**src/rtl/microwave_pkg.sv**
```systemverilog
// Shared types and output-decode tables for the microwave controllers.
// Lamp and bell outputs are looked up in these tables, indexed by the state encoding.
package microwave_pkg;

  typedef enum logic [2:0] {
    IDLE  = 3'd0,
    COOK  = 3'd1,
    PAUSE = 3'd2,
    HOLD  = 3'd3,
    BELL  = 3'd4,
    OPEN  = 3'd5
  } mw_state_t;

  // Bit n set = output active while state encoding equals n.
  localparam logic [7:0] LIGHT_ON = 8'b0010_0110;  // COOK, PAUSE, OPEN
  localparam logic [7:0] BELL_ON  = 8'b0001_0000;  // BELL

endpackage

```
**src/rtl/microwave_timer_if.sv**
```systemverilog
// Front-panel and actuator bundle between the appliance logic and microwave_timer.
interface microwave_timer_if #(
  parameter int TIME_W     = 8,
  parameter int PWR_LEVELS = 4
);
  localparam int PW = $clog2(PWR_LEVELS);

  logic              door;
  logic              start;
  logic              cancel;
  logic              time_load;
  logic [TIME_W-1:0] time_in;
  logic [PW-1:0]     power;
  logic              heat;
  logic              light;
  logic              bell;
  logic [TIME_W-1:0] remaining;

  modport master (
    output door, start, cancel, time_load, time_in, power,
    input  heat, light, bell, remaining
  );

  modport slave (
    input  door, start, cancel, time_load, time_in, power,
    output heat, light, bell, remaining
  );
endinterface

```
**src/rtl/tick_prescaler.sv**
```systemverilog
// Divides clk down to a one-cycle tick every DIV enabled cycles.
// The count holds while en is low, so a partial period survives a pause.
module tick_prescaler #(
  parameter int DIV = 1000
) (
  input  logic clk,
  input  logic nrst,
  input  logic en,
  input  logic clr,
  output logic tick
);
  localparam int            CW   = (DIV > 1) ? $clog2(DIV) : 1;
  localparam logic [CW-1:0] LAST = CW'(DIV - 1);

  logic [CW-1:0] cnt;

  always_ff @(posedge clk or negedge nrst) begin
    if (!nrst)     cnt <= '0;
    else if (clr)  cnt <= '0;
    else if (en)   cnt <= (cnt == LAST) ? '0 : cnt + CW'(1);
  end

  assign tick = en & (cnt == LAST);
endmodule

```
**src/rtl/microwave_timer.sv**
```systemverilog
// Microwave controller: cook-time countdown, power duty cycling, timed bell and
// door-pause handling with optional auto-resume.
module microwave_timer
  import microwave_pkg::*;
#(
  parameter int TIME_W      = 8,
  parameter int TICK_DIV    = 1000,
  parameter int PWR_LEVELS  = 4,
  parameter int BELL_TICKS  = 3,
  parameter int AUTO_RESUME = 1
) (
  input logic            clk,
  input logic            nrst,
  microwave_timer_if.slave mw
);
  localparam int            PW        = $clog2(PWR_LEVELS);
  localparam int            BW        = $clog2(BELL_TICKS + 1);
  localparam logic [PW-1:0] PWR_TOP   = PW'(PWR_LEVELS - 1);
  localparam logic [BW-1:0] BELL_LAST = BW'(BELL_TICKS - 1);

  mw_state_t         state, state_d;
  logic [TIME_W-1:0] rem_q, rem_d;
  logic [PW-1:0]     pwm_q, pwm_d;
  logic [PW-1:0]     pwr_q, pwr_d;
  logic [BW-1:0]     bell_q, bell_d;
  logic              tick, ps_en, ps_clr;

  // An open door freezes the prescaler in COOK so the fractional second is kept.
  assign ps_en  = ((state == COOK) && !mw.door) || (state == BELL);
  assign ps_clr = (((state == IDLE) || (state == HOLD)) && (state_d == COOK)) ||
                  ((state == COOK) && (state_d == BELL));

  tick_prescaler #(.DIV(TICK_DIV)) u_presc (
    .clk  (clk),
    .nrst (nrst),
    .en   (ps_en),
    .clr  (ps_clr),
    .tick (tick)
  );

  always_ff @(posedge clk or negedge nrst) begin
    if (!nrst) begin
      state  <= IDLE;
      rem_q  <= '0;
      pwm_q  <= '0;
      pwr_q  <= '0;
      bell_q <= '0;
    end else begin
      state  <= state_d;
      rem_q  <= rem_d;
      pwm_q  <= pwm_d;
      pwr_q  <= pwr_d;
      bell_q <= bell_d;
    end
  end

  always_comb begin
    state_d = state;
    rem_d   = rem_q;
    pwm_d   = pwm_q;
    pwr_d   = pwr_q;
    bell_d  = bell_q;
    case (state)
      IDLE: begin
        if (mw.door) state_d = OPEN;
        else if (mw.cancel) rem_d = '0;
        else begin
          // start sees the pre-load remaining; a same-cycle load still lands.
          if (mw.start && (rem_q != '0)) begin
            state_d = COOK;
            pwr_d   = mw.power;
            pwm_d   = '0;
          end
          if (mw.time_load) rem_d = mw.time_in;
        end
      end
      OPEN: begin
        if (!mw.door) state_d = IDLE;
        if (mw.cancel)         rem_d = '0;
        else if (mw.time_load) rem_d = mw.time_in;
      end
      COOK: begin
        if (mw.door) state_d = PAUSE;
        else if (mw.cancel) begin
          state_d = IDLE;
          rem_d   = '0;
        end else if (tick) begin
          pwm_d = (pwm_q == PWR_TOP) ? '0 : pwm_q + PW'(1);
          if (rem_q == TIME_W'(1)) begin
            state_d = BELL;
            rem_d   = '0;
            bell_d  = '0;
          end else begin
            rem_d = rem_q - TIME_W'(1);
          end
        end
      end
      PAUSE: begin
        if (!mw.door) state_d = (AUTO_RESUME != 0) ? COOK : HOLD;
        else if (mw.cancel) begin
          state_d = OPEN;
          rem_d   = '0;
        end
      end
      HOLD: begin
        if (mw.door) state_d = PAUSE;
        else if (mw.cancel) begin
          state_d = IDLE;
          rem_d   = '0;
        end else if (mw.start && (rem_q != '0)) begin
          state_d = COOK;
          pwr_d   = mw.power;
          pwm_d   = '0;
        end
      end
      BELL: begin
        if (mw.door)        state_d = OPEN;
        else if (mw.cancel) state_d = IDLE;
        else if (tick) begin
          if (bell_q == BELL_LAST) state_d = IDLE;
          else                     bell_d  = bell_q + BW'(1);
        end
      end
      default: state_d = IDLE;
    endcase
  end

  assign mw.light     = LIGHT_ON[state];
  assign mw.bell      = BELL_ON[state];
  assign mw.heat      = (state == COOK) && (pwm_q <= pwr_q);
  assign mw.remaining = rem_q;

endmodule

```
**src/flat_wrapper.sv**
```systemverilog
// flat-port wrapper written by rule: the top's interface ports become plain ports
module microwave_timer_flat import microwave_pkg::*;
#(
  parameter int TIME_W      = 8,
  parameter int TICK_DIV    = 1000,
  parameter int PWR_LEVELS  = 4,
  parameter int BELL_TICKS  = 3,
  parameter int AUTO_RESUME = 1
)
  (clk, nrst, mw_door, mw_start, mw_cancel, mw_time_load, mw_time_in, mw_power, mw_heat, mw_light, mw_bell, mw_remaining);
  microwave_timer_if #(.TIME_W(TIME_W), .PWR_LEVELS(PWR_LEVELS)) mw_i ();
  input logic clk;
  input logic nrst;
  input wire logic [$bits(mw_i.door)-1:0] mw_door;
  input wire logic [$bits(mw_i.start)-1:0] mw_start;
  input wire logic [$bits(mw_i.cancel)-1:0] mw_cancel;
  input wire logic [$bits(mw_i.time_load)-1:0] mw_time_load;
  input wire logic [$bits(mw_i.time_in)-1:0] mw_time_in;
  input wire logic [$bits(mw_i.power)-1:0] mw_power;
  output wire logic [$bits(mw_i.heat)-1:0] mw_heat;
  output wire logic [$bits(mw_i.light)-1:0] mw_light;
  output wire logic [$bits(mw_i.bell)-1:0] mw_bell;
  output wire logic [$bits(mw_i.remaining)-1:0] mw_remaining;
  assign mw_i.door = mw_door;
  assign mw_i.start = mw_start;
  assign mw_i.cancel = mw_cancel;
  assign mw_i.time_load = mw_time_load;
  assign mw_i.time_in = mw_time_in;
  assign mw_i.power = mw_power;
  assign mw_heat = mw_i.heat;
  assign mw_light = mw_i.light;
  assign mw_bell = mw_i.bell;
  assign mw_remaining = mw_i.remaining;
  microwave_timer #(.TIME_W(TIME_W), .TICK_DIV(TICK_DIV), .PWR_LEVELS(PWR_LEVELS), .BELL_TICKS(BELL_TICKS), .AUTO_RESUME(AUTO_RESUME)) u_core (.clk(clk), .nrst(nrst), .mw(mw_i));
endmodule
```
**config.mk**
```make
export PLATFORM = sky130hd
export DESIGN_NAME = microwave_timer_flat
export DESIGN_NICKNAME = d
export VERILOG_FILES = /design/src/rtl/microwave_pkg.sv /design/src/rtl/microwave_timer_if.sv /design/src/rtl/tick_prescaler.sv /design/src/rtl/microwave_timer.sv /design/src/flat_wrapper.sv
export SDC_FILE = /design/constraint.sdc
export NUM_CORES = 1
export LEC_CHECK = 0
export ABC_CLOCK_PERIOD_IN_PS = 3150
export CELL_PAD_IN_SITES_DETAIL_PLACEMENT = 1
export CELL_PAD_IN_SITES_GLOBAL_PLACEMENT = 2
export CORE_MARGIN = 2
export CORE_UTILIZATION = 33
export DETAILED_ROUTE_END_ITERATION = 12
export PLACE_DENSITY = 0.92
export REMOVE_ABC_BUFFERS = 1
export SLEW_MARGIN = 20
export SYNTH_ARGS = -nofsm -noshare
export SYNTH_HDL_FRONTEND = slang
export SYNTH_SLANG_ARGS = --single-unit
export TNS_END_PERCENT = 30
```
**constraint.sdc**
```tcl
create_clock -name clk -period 3.15 [get_ports clk]
set_input_delay 0.7875 -clock clk [delete_from_list [all_inputs] [get_ports clk]]
set_output_delay 0.7875 -clock clk [all_outputs]
set_load 0.02 [all_outputs]
```
==> metrics.md <==
| Metric | Value |
|---|---|
| Outcome | `finished clean` |
| First-pass GRT wire length | `9760 um` |
| Static leakage | `a little over 1 nW` |
| Max-cap violations | `0` |
| Synth unique cells | `48` |
| I/O pin total | `27` |
| CP max FO | `6` |
| Slew HR | `0.568` |
| Vias post-DR | `approximately 1800` |
| Critical path required time | `~2.4 ns` |
| CTS Buf Count | `3` |
| Post-synth top area share | `0.351` |
| Max Clk Rate | `roughly 340 MHz` |
| Hold_buf cts | `0` |
| Clk_lat worst skew | `about 0.28 ns` |
| Core ar. | `roughly 0.0056 sq mm` |
| Cell Rows | `27` |
| Die height | `80.4 um` |
| Synthesized instance count | `between 200 and 250` |
| Hold Crit Class | `flop to flop` |
| Initial Util | `0.345` |
| DP HPWL | `approximately 4300 um` |
| CTS H-tree depth | `1` |
| Worst-case vdd ir drop | `0.000372 V` |
| Reg-to-Reg Start | `u_core.state[0]` |
| Routed wire per std cell | `between 15 and 20 um` |
| Cell Area, Synth | `just under 0.002 sq mm` |
| Worst Path Arrival | `2.17 ns` |
| Number of detailed-route iterations in the first pass | `4` |
| Fillers | `between 600 and 700` |
| Synthesized area per cell | `about 8.4 sq um` |
| Fin. max-slew vios | `0` |
| Slew at the pin with the worst max-slew slack | `0.643 ns` |
| CTS tree | `yes` |
| Crit path time final | `around 3 ns` |
| Register area share after synthesis | `0.351` |
| CTS max path bufs | `2` |
| R2r setup slk | `0.38 ns` |
| Clock power share | `0.096` |
| Sw Pwr | `between 0.001 and 0.0015 W` |
| Pwr Density | `between 900 and 1000 mW/mm^2` |
| Routability Congestion | `0.844` |
| Die X | `around 80 um` |
| Startpoint type of the worst setup path | `flop` |
| Crit. End Element | `output pin` |
| Reg-to-reg endpoint | `u_core.u_presc.cnt[6]` |
| Gr ovfl total | `0` |
| GRT met1 Usage | `0.260` |
| Warnings, synthesis | `0` |
| Largest net degree at the start of global routing | `28` |
| Global Route Usage Sum | `0.193` |
| Vias per std cell | `5.41` |
| CTS sink cnt | `27` |
| Internal power | `around 0.0011 W` |
| Post-CTS setup buffers | `0` |
| Met2 Use GR | `0.333` |
| Initial drt markers | `94` |
| Hold path depth | `1` |
| Layout cell share with drive strength beyond 1 | `0.102` |
| Top cells by count, synth | `nor2_1 (28), dfrtp_1 (27), nand2_1 (20)` |
| Root Driver | `clkbuf_8` |
| Fin Setup TNS | `0 ns` |
| # resized after CTS | `0` |
| RSZ-0062 raised after global routing | `false` |
| Ys async rst share | `1.00` |
| Area growth syn-to-layout | `23.7%` |
| Final Skew | `slightly above 0.005 ns` |
| Worst Hold Endpoint | `u_core.bell_q[0]` |
| Drt total wl | `roughly 5700 um` |
| Final hold vios | `0` |
| Gate power share | `0.623` |
| Setup violations, final | `0` |
| #FFs+latches synth | `27` |
| R2R depth | `9` |
| Post-synth EDFFs | `0` |
| GR Layer Usage met3 | `0.0169` |
| Largest cells by area after synthesis | `dfrtp_1 (35%), ha_1 (7.8%), nor2_1 (5.5%), o21ai_0 (4.9%), a21oi_1 (4.4%)` |
| Cell with the most instances after synthesis | `nor2_1` |
| CTS clk-pin slew, worst paths | `~0.1 ns` |
| Port Buffers | `26` |
| Diode count | `0` |
| Post-layout nets | `between 200 and 300` |
| Seq pwr share | `0.281` |
| Die area | `0.00646 sq mm` |
| Sw frac | `0.486` |
| Routed Antenna Nets | `0` |
| Crit share post-route | `0.939` |
| Kind of critical path | `flop to output pin` |
| Cell taking the most area after synthesis | `dfrtp_1` |
| Vias in the first global route | `~2000` |
| Busiest grt layer | `met2` |
| Ys flop type | `dfrtp_1` |
| Min-Delay Startpoint | `u_core.bell_q[0]` |
| Final Core Density | `0.427` |
| Post-route DRC violation count | `0` |
| Antenna violations before repair | `0` |
## cell usage in the layout (no fill, tap or decap), drive strengths merged, types with 4 or more instances in the layout
cell / instances
nand4: 4
and3: 6
inv: 12
xor2: 4
ha: 12
nor2: 28
nor3: 6
a21oi: 18
a31oi: 4
clkdlybuf4s50: 26
buf: 13
nand3: 5
dfrtp: 27
o21ai: 19
nand2b: 8
nand2: 20
## worst max path at each step
stage                     slack [ns]            start                    end  cells after the start
after detailed placement        0.09          mw_door  u_core.u_presc.cnt[6]                      8
after global placement          0.16          mw_door  u_core.u_presc.cnt[8]                      8
after floorplan                 0.48  u_core.state[0]  u_core.u_presc.cnt[6]                      8
after CTS                       0.18  u_core.state[1]                mw_heat                      6
final                           0.19  u_core.state[1]                mw_heat                      6
after global routing            0.06  u_core.state[0]                mw_bell                      5
## per-stage QoR
step                      hold slack, ns  worst slack, ns  instance area [sq um]  total power, W  instances
after floorplan                    0.453            0.479                   1890         0.00141        221
after global placement             0.474            0.160                   2330         0.00191        332
after detailed placement           0.495           0.0901                   2330         0.00196        332
after CTS                          0.509            0.177                   2380         0.00218        336
after global routing               0.552           0.0645                   2380         0.00235        336
final                              0.500            0.193                   2380         0.00216        336
## power groups by stage
| stage | logic, W | registers (W) | clock network (W) |
|---|---|---|---|
| after global placement | 0.00131 | 0.000607 | 0 |
| final | 0.00135 | 0.000607 | 0.000207 |
| after detailed placement | 0.00134 | 0.000614 | 0 |
| after CTS | 0.00136 | 0.000607 | 0.000215 |
| after global routing | 0.00149 | 0.000629 | 0.000229 |
| after floorplan | 0.000781 | 0.000632 | 0 |
## kinds of logic (layout without fill, tap and decap cells)
logic type / Yosys count / in the layout / synth area share
mux: 3 / 3 / 0.0175
compound gates: 67 / 67 / 0.229
buf+inv: 21 / 55 / 0.0435
xor+xnor: 4 / 4 / 0.0182
flops: 27 / 27 / 0.351
simple gates: 96 / 96 / 0.263
fa+ha+maj: 12 / 12 / 0.0780
## worst max-delay path: stages (launching register included)
cell,delay [ns]
dfrtp_1,0.43
inv_1,0.11
ha_1,0.26
nand2b_1,0.18
buf_4,0.21
nor2_1,0.10
clkdlybuf4s50_1,0.60
## state kept, by name, indices dropped and copies added (netlist names)
register and count:
u_core.bell_q 2, u_core.mw.remaining 8, u_core.pwm_q 2, u_core.pwr_q 2, u_core.state 3, u_core.u_presc.cnt 10
## layer usage
layer,up-vias,share of wire,wire length [um]
met5,-,0,0
met4,0,0.010,59
met3,5,0.011,62
met2,14,0.49,2770
met1,899,0.49,2760
li1,901,-,-
## final cells by class
type / count / area, sq um / share of cell area
Multi-Input combinational cell: 182 / 1170 / 0.490
Tap cell: 72 / 90.1 / 0.0378
Timing Repair Buffer: 39 / 358 / 0.150
Clock inverter: 1 / 5.00 / 0.00210
Clock buffer: 3 / 41.3 / 0.0173
Inverter: 12 / 45.0 / 0.0189
Sequential cell: 27 / 676 / 0.284
Note: power is estimated with default switching activity, not from simulation.
